--- config.mk ---
export PLATFORM = sky130hd
export DESIGN_NAME = ps2_key_rx
export DESIGN_NICKNAME = d
export VERILOG_FILES = /design/src/rtl/ps2_pkg.sv /design/src/rtl/ps2_filter.sv /design/src/rtl/ps2_key_rx.sv
export SDC_FILE = /design/constraint.sdc
export NUM_CORES = 1
export LEC_CHECK = 0
export BUFFER_PORTS_ARGS = -buffer_cell sky130_fd_sc_hd__buf_2
export CAP_MARGIN = 5
export CORE_ASPECT_RATIO = 1.4
export CORE_MARGIN = 3
export CORE_UTILIZATION = 46
export DETAILED_ROUTE_END_ITERATION = 6
export PLACE_DENSITY = 0.65
export SYNTH_ARGS = -nofsm -noshare
export SYNTH_HDL_FRONTEND = slang
export SYNTH_SLANG_ARGS = --single-unit
--- constraint.sdc ---
create_clock -name clk -period 6.2 [get_ports clk]
set_clock_uncertainty 0.2 [all_clocks]
set_input_delay 0.31 -clock clk [delete_from_list [all_inputs] [get_ports clk]]
set_output_delay 0.31 -clock clk [all_outputs]
set_load 0.005 [all_outputs]
--- src/rtl/ps2_pkg.sv ---
// Shared types and constants for the PS/2 keyboard receiver.
package ps2_pkg;

  typedef enum logic [1:0] {
    IDLE   = 2'd0,
    DATA   = 2'd1,
    PARITY = 2'd2,
    STOP   = 2'd3
  } state_t;

  localparam logic [7:0] PS2_BREAK = 8'hF0;
  localparam logic [7:0] PS2_EXT   = 8'hE0;

  // PS/2 uses odd parity over the data byte plus the parity bit.
  function automatic logic parity_ok(input logic [7:0] d, input logic p);
    return ^{d, p};
  endfunction

endpackage

--- src/rtl/ps2_filter.sv ---
// Synchronizes the raw PS/2 lines, debounces the clock and emits a
// one-cycle strobe when the filtered clock falls.
module ps2_filter #(
  parameter int FILTER_LEN = 8
) (
  input  logic clk,
  input  logic rst,
  input  logic ps2_clk,
  input  logic ps2_data,
  output logic data_sync,
  output logic fall
);

  localparam int CW = $clog2(FILTER_LEN + 1);

  logic [1:0]    clk_sync;
  logic [1:0]    dat_sync;
  logic          filt;
  logic [CW-1:0] cnt;

  assign data_sync = dat_sync[1];

  // Sync flops and filtered level reset high so the idle bus never
  // looks like a falling edge coming out of reset.
  always_ff @(posedge clk) begin
    if (rst) begin
      clk_sync <= 2'b11;
      dat_sync <= 2'b11;
      filt     <= 1'b1;
      cnt      <= '0;
      fall     <= 1'b0;
    end else begin
      clk_sync <= {clk_sync[0], ps2_clk};
      dat_sync <= {dat_sync[0], ps2_data};
      fall     <= 1'b0;
      if (clk_sync[1] == filt) begin
        cnt <= '0;
      end else if (cnt == CW'(FILTER_LEN - 1)) begin
        filt <= clk_sync[1];
        cnt  <= '0;
        fall <= filt;
      end else begin
        cnt <= cnt + CW'(1);
      end
    end
  end

endmodule

--- src/rtl/ps2_key_rx.sv ---
// PS/2 keyboard frame receiver: assembles 11-bit frames into scan codes
// and folds the F0 (break) and E0 (extended) prefixes into flags.
module ps2_key_rx
  import ps2_pkg::*;
#(
  parameter int FILTER_LEN  = 8,
  parameter int TIMEOUT_CYC = 100_000
) (
  input  logic       clk,
  input  logic       rst,
  input  logic       ps2_clk,
  input  logic       ps2_data,
  output logic [7:0] code,
  output logic       code_valid,
  output logic       code_break,
  output logic       code_ext,
  output logic       frame_err
);

  localparam int TW = $clog2(TIMEOUT_CYC + 1);

  logic          sdata;
  logic          fall;
  state_t        state, state_n;
  logic [2:0]    bit_cnt;
  logic [7:0]    shreg;
  logic          par_bit;
  logic [TW-1:0] to_cnt;
  logic          break_pend, ext_pend;
  logic          tmo, frame_ok;

  ps2_filter #(.FILTER_LEN(FILTER_LEN)) u_filter (
    .clk       (clk),
    .rst       (rst),
    .ps2_clk   (ps2_clk),
    .ps2_data  (ps2_data),
    .data_sync (sdata),
    .fall      (fall)
  );

  always_comb begin
    tmo      = (state != IDLE) && !fall && (to_cnt == TW'(TIMEOUT_CYC - 1));
    frame_ok = sdata && parity_ok(shreg, par_bit);
    state_n  = state;
    if (tmo) begin
      state_n = IDLE;
    end else if (fall) begin
      case (state)
        IDLE:    if (!sdata) state_n = DATA;
        DATA:    if (bit_cnt == 3'd7) state_n = PARITY;
        PARITY:  state_n = STOP;
        STOP:    state_n = IDLE;
        default: state_n = IDLE;
      endcase
    end
  end

  always_ff @(posedge clk) begin
    if (rst) state <= IDLE;
    else     state <= state_n;
  end

  always_ff @(posedge clk) begin
    if (rst) begin
      bit_cnt    <= '0;
      shreg      <= '0;
      par_bit    <= 1'b0;
      to_cnt     <= '0;
      break_pend <= 1'b0;
      ext_pend   <= 1'b0;
      code       <= '0;
      code_valid <= 1'b0;
      code_break <= 1'b0;
      code_ext   <= 1'b0;
      frame_err  <= 1'b0;
    end else begin
      code_valid <= 1'b0;
      frame_err  <= 1'b0;
      if (state == IDLE || fall) to_cnt <= '0;
      else                       to_cnt <= to_cnt + TW'(1);

      if (fall) begin
        case (state)
          IDLE:   bit_cnt <= '0;
          DATA: begin
            shreg   <= {sdata, shreg[7:1]};
            bit_cnt <= bit_cnt + 3'd1;
          end
          PARITY: par_bit <= sdata;
          STOP: begin
            if (!frame_ok) begin
              frame_err  <= 1'b1;
              break_pend <= 1'b0;
              ext_pend   <= 1'b0;
            end else if (shreg == PS2_BREAK) begin
              break_pend <= 1'b1;
            end else if (shreg == PS2_EXT) begin
              ext_pend <= 1'b1;
            end else begin
              // Prefix flags are consumed by the code they qualify.
              code       <= shreg;
              code_valid <= 1'b1;
              code_break <= break_pend;
              code_ext   <= ext_pend;
              break_pend <= 1'b0;
              ext_pend   <= 1'b0;
            end
          end
          default: ;
        endcase
      end else if (tmo) begin
        frame_err  <= 1'b1;
        break_pend <= 1'b0;
        ext_pend   <= 1'b0;
      end
    end
  end

endmodule

======== After elaboration in Yosys (flattened, before gate mapping) ========
Index checks and enable logic that the tools add are counted.
word-level totals
  bits in registers ....................... 55
  bits of input ports ..................... 4
  output and inout bits ................... 12
  logic and storage cells ................. 84
operators by class
  add/subtract/negate cells ............... 3
  eq/ne operators ......................... 14
  mux-type cells .......................... 20
  bitwise operators ....................... 7
  reductions and logical operators ........ 23
operators by type and width
  cell                                                                    number
  17-bit by 1-bit adder with 17-bit output (second input constant)        1
  17-bit equality test (second input constant)                            1
  8-bit equality test (second input constant)                             2
  1-bit 2-to-1 mux                                                        16
  3-bit AND reduction                                                     3
  9-bit parity                                                            1
  2-bit one-hot mux with 4 select lines                                   1
  2-bit AND reduction                                                     4
  1-bit NOT                                                               7
  2-bit != test (second input constant)                                   3
  3-bit one-hot mux with 2 select lines                                   1
  2-bit nonzero test                                                      3
  3-bit OR reduction                                                      2
  5-bit AND reduction                                                     1
  5-bit OR reduction                                                      1
  4-bit by 1-bit adder with 4-bit output (second input constant)          1
  2-bit equality test (second input constant)                             2
  4-bit by 3-bit equality test with 1-bit output (second input constant)  1
  2-bit 2-to-1 mux                                                        2
  4-bit != test (second input constant)                                   1
  2-bit OR reduction                                                      2
  3-bit by 1-bit adder with 3-bit output (second input constant)          1
  3-bit equality test (second input constant)                             1
  1-bit logical AND                                                       3
  other kinds (6)                                                         6

======== Logic depth before layout (Yosys ltp) ========
  word-level depth ........................ 6
  depth in mapped cells ................... 7
  gate-level depth less buffers ........... 7

======== Modules after synthesis ========
From an unflattened synthesis, not the netlist that was laid out.
unflattened totals
  cells, all modules ...................... 245
  area, all modules ....................... 2322.2 um^2
modules (own cells, without submodules)
  module      times used  cells an instance  area an instance (um^2)  seq. area each (um^2)
  ps2_key_rx  1           216                1988.2                   900.9
  ps2_filter  1           29                 334.1                    200.2

======== Worst setup path before layout ========
No wires, ideal clock.
  path type ............................... register to register
  start ................................... register state[0]
  end ..................................... register break_pend
  library setup time ...................... 122 ps
  arrival ................................. 1660 ps
  data required time ...................... 5878 ps
  setup slack ............................. 4218 ps
  stages on the path, launching flop included .. 8
  path buffers ............................ 0
  clock period less this slack ............ 1982 ps
  path through ............................ dfxtp_1 -> inv_1 -> ha_1 -> nor4b_1 -> nand3_1 -> or3_1 -> a22o_1 -> o2bb2ai_1
between the ends
  word-level cells in the longest chain between the ends .. 5
  elaborated cells between the ends (all ways) .. 7
  classes of those cells .................. eq/ne (2); reduce/logical (5)
RTL lines
  element                            line              RTL
  from (decl)                        ps2_key_rx.sv:24  state_t state, state_n;
  from (signal assigned)             ps2_key_rx.sv:60  else state <= state_n;
  2-bit nonzero test                 ps2_key_rx.sv:42  tmo = (state != IDLE) && !fall && (to_cnt == TW'(TIMEOUT_CYC - 1));
  1-bit logical AND (2 in a row)     ps2_key_rx.sv:42
  2-bit nonzero test (no line)       n/a
  3-bit AND reduction (no line) (*)  n/a
  to (signal assigned)               ps2_key_rx.sv:69  break_pend <= 1'b0;
  to (signal assigned)               ps2_key_rx.sv:93  break_pend <= 1'b0;
  to (signal assigned)               ps2_key_rx.sv:96  break_pend <= 1'b1;
  to (decl)                          ps2_key_rx.sv:29  logic break_pend, ext_pend;
Mark *: on every way between the ends. The rest lies on a longest branch, timed or not.
A chain may end at the register's enable or synchronous reset.

======== Final worst setup path ========
  start ................................... register shreg[2]
  end ..................................... register code_ext
between the ends
  word-level cells in the longest chain between the ends .. 3
  elaborated cells between the ends (all ways) .. 7
  classes of those cells .................. eq/ne (2); bitwise (2); reduce/logical (3)
RTL lines
  element                                                          line               RTL
  from (decl)                                                      ps2_key_rx.sv:26   logic [7:0] shreg;
  from (signal assigned)                                           ps2_key_rx.sv:86   shreg <= {sdata, shreg[7:1]};
  8-bit equality test, or another cell as far along                ps2_key_rx.sv:97   end else if (shreg == PS2_EXT) begin
  1-bit NOT (no line) / 1-bit logical AND (equally long branches)  n/a
  5-bit AND reduction (no line) (*)                                n/a
  to (signal assigned)                                             ps2_key_rx.sv:104  code_ext <= ext_pend;
  to (decl)                                                        ps2_key_rx.sv:16   output logic code_ext,
Marked as above.

==> flow_summary.ini <==
[global_route]
first_global_vias = 1594
grt.overflow.total = 0
globalRouteTotalUtil = 0.143
antenna_found_initial = 0
grt_first_pass_wirelength_um = 6820
largest_net_degree_at_the_start_of_global_routing = 37

[timing]
timing.fmax_mhz = 416
setup_slack_of_the_critical_path_after_layout_ps = 3800
grt_setup_unrepaired = no
final_count_of_hold_timing_violations = 0
final.setup.tns_ps = 0
final_slew_viol_count = 0
final-setup-viol-count = 0
worst-slew-pin-transition_ps = 866
timing.slew.headroom = 0.411
finalCritPeriodShare = 0.387
holdWs_ps = 211
time_the_worst_path_needs_with_i_o_delays_and_setup_ps = 2400

[synth]
synth_top_area_cell = sky130_fd_sc_hd__dfxtp_1
synth_nets = 261
synth_seq_area_share = 0.475
netlist_top_cells_area = sky130_fd_sc_hd__dfxtp_1, sky130_fd_sc_hd__nor2_1, sky130_fd_sc_hd__mux2i_1
synth_cells = 249
synth.cell_area_um2 = 2320
postSynthRegisterBits = 55
yosysUniqueCellTypes = 38
most_repeated_cell_in_the_gate_level_netlist_after_synthesis = sky130_fd_sc_hd__dfxtp_1
synth_enable_flop_cells = 0
synthFlopType = sky130_fd_sc_hd__dfxtp_1
synth-async-reset-ratio = 0
most_instantiated_cells_after_synthesis = sky130_fd_sc_hd__dfxtp_1, sky130_fd_sc_hd__nor2_1, sky130_fd_sc_hd__nand2_1
post_syn_area_per_cell_um2 = 9.31
synth_largest_type_area_fraction = 0.475
yosysWarningCount = 0

[min_path]
holdCritPathClass = reg -> reg

[run]
max_cap_viol_count = 0

[worst_setup_path]
worst_ep_arrival_time_ps = 2380
critical_path.max_fanout = 11
path_class = reg -> reg
crit_path_cell_trace = xor2_1, xnor3_1, mux2i_2, mux2i_1, nor2_1
startpoint_type = flop
worst_path_max_delay_cell = sky130_fd_sc_hd__mux2i_2
critPathRequiredTime_ps = 6180
critPathCaptureType = flop
cpPeakStageDelay_ps = 720

[final_layout]
syn_to_final_growth_pct = 8.96
nNetsFinal = 275
drive_gt1_frac = 0.102
post-route-cell-area_um2 = 2530
final_instance_count_excl_fillers = 326
antenna-diode-count = 0
finish.utilization = 0.540

[routing]
dr_iter_0_viols = 70
routed_wl_um = 3840
route.detailed.vias_per_inst = 5.08
via_count = 1657
firstDrtPassIters = 4
routed_wire_length_per_instance_um = 11.8
detail_route.drc_violations = 0
antenna_left = 0

[cts]
post-cts-setup-buffers = 0
cts-root-buf = sky130_fd_sc_hd__clkbuf_8
tritoncts_clock_tree = built
htree_levels = 2
clockBufferDepth = 2
insertion_delay_ps = 310
cts-buffers-inserted = 5
cts.reportedPaths.clkPinSlew_ps = 90
clkSinkCount = 55

[die]
chipHeight_um = 90
die_width_um = 66
coreArea_um2 = 4680
placementRows = 29
floorplan.initialDensity = 0.495
die_area_um2 = 5940
io-pin-count = 16

[placed_design]
gp_congestion = 0.748
pre_cts_setup_slack_ps = 3790
number_of_input_and_output_port_buffers_inserted = 15
placement.cell_area_um2 = 2420
hpwlAfterDp_um = 2640
dp.cells = 316

[status]
run_status = completed

[pwr]
sw_frac_of_total = 0.205
share_clk_of_total_power = 0.340
seq_power_share = 0.646
power_density_nw_per_um2 = 218
power.ir.vdd_worst_mv = 0.126
power_switching_mw = 0.113
cell_internal_pwr_mw = 0.437
overall_power_mw = 0.550
p_leak_nw = 0.910
p_comb_frac = 0.014
power by group through the flow:
stage / combinational [mW] / sequential, mW / clock [mW]
2_1_floorplan: 0.00522 / 0.363 / 0
3_3_place_gp: 0.00665 / 0.364 / 0
3_5_place_dp: 0.00668 / 0.364 / 0
4_1_cts: 0.00768 / 0.355 / 0.194
5_1_grt: 0.00874 / 0.356 / 0.208
6_report: 0.00766 / 0.355 / 0.187
worst max-delay path, delay by kind of cell (launching register included):
kind	cells	cell delay, ps
multiplexers	2	980
XOR/XNOR	2	620
flip-flops	1	410
AND/OR/NAND/NOR	1	60
placed cells by master (no fill, tap or decap), drive strengths merged, types with 2 or more instances in the layout:
master / count
nor2: 37
a21oi: 13
o21ai: 4
clkbuf: 7
and2: 2
xnor3: 2
mux2i: 12
ha: 8
and3: 4
or2: 4
xnor2: 9
nand3: 9
o2111ai: 2
dlygate4sd3: 2
a22oi: 2
inv: 5
nor4b: 2
nor2b: 2
buf: 15
dfxtp: 55
nand2: 28
o2bb2ai: 2
nor3: 7
or3: 6
nand4: 3
xor2: 10
metal layers:
| layer | GRT usage | wire length [µm] | vias up |
|---|---|---|---|
| li1 | - | - | 874 |
| met1 | 0.176 | 1770 | 755 |
| met2 | 0.233 | 1860 | 20 |
| met3 | 0.0349 | 127 | 8 |
| met4 | 0.0644 | 78 | 0 |
| met5 | 0 | 0 | - |
registers in the layout (all words and copies together) (netlist names):
name               count
u_filter.dat_sync      2
code_ext               1
u_filter.cnt           4
code_break             1
u_filter.fall          1
break_pend             1
to_cnt                17
shreg                  8
bit_cnt                3
par_bit                1
frame_err              1
state                  2
ext_pend               1
code_valid             1
u_filter.filt          1
code                   8
u_filter.clk_sync      2
worst paths after layout:
kind                          end  slack [ps]  cells past startpoint            startpoint
max                      code_ext        3800                      5              shreg[2]
min          u_filter.dat_sync[1]         210                      1  u_filter.dat_sync[0]
max reg2reg              code_ext        3800                      5              shreg[2]
min reg2reg  u_filter.dat_sync[1]         210                      1  u_filter.dat_sync[0]
logic make-up (layout without fill, tap and decap cells):
kind of cell	after synthesis	in the layout	synth area share
muxes	12	12	0.0534
adders and majority gates	8	8	0.0432
buffers and inverters	15	30	0.0281
xor gates and xnor gates	22	22	0.101
DFF	55	55	0.475
AOI/OAI and AO/OA	28	28	0.0766
and+or+nand+nor	109	109	0.222
timing repair:
item	in CTS	in global routing
hold endpoints to repair	2	0
setup endpoints to repair	0	0
hold buffers	2	0
gates resized for setup	0	0
final cells by class:
| class | count | area (µm²) |
|---|---|---|
| inverters | 5 | 18.8 |
| clock buffers | 7 | 76.3 |
| multi-input cells | 179 | 1150 |
| flip-flops and latches | 55 | 1100 |
| repair buffers | 17 | 95.1 |
| well taps | 62 | 77.6 |
| clock inverters | 1 | 5.00 |
| fillers | 426 | 2150 |
No activity file was read; power rests on OpenSTA's default activity.
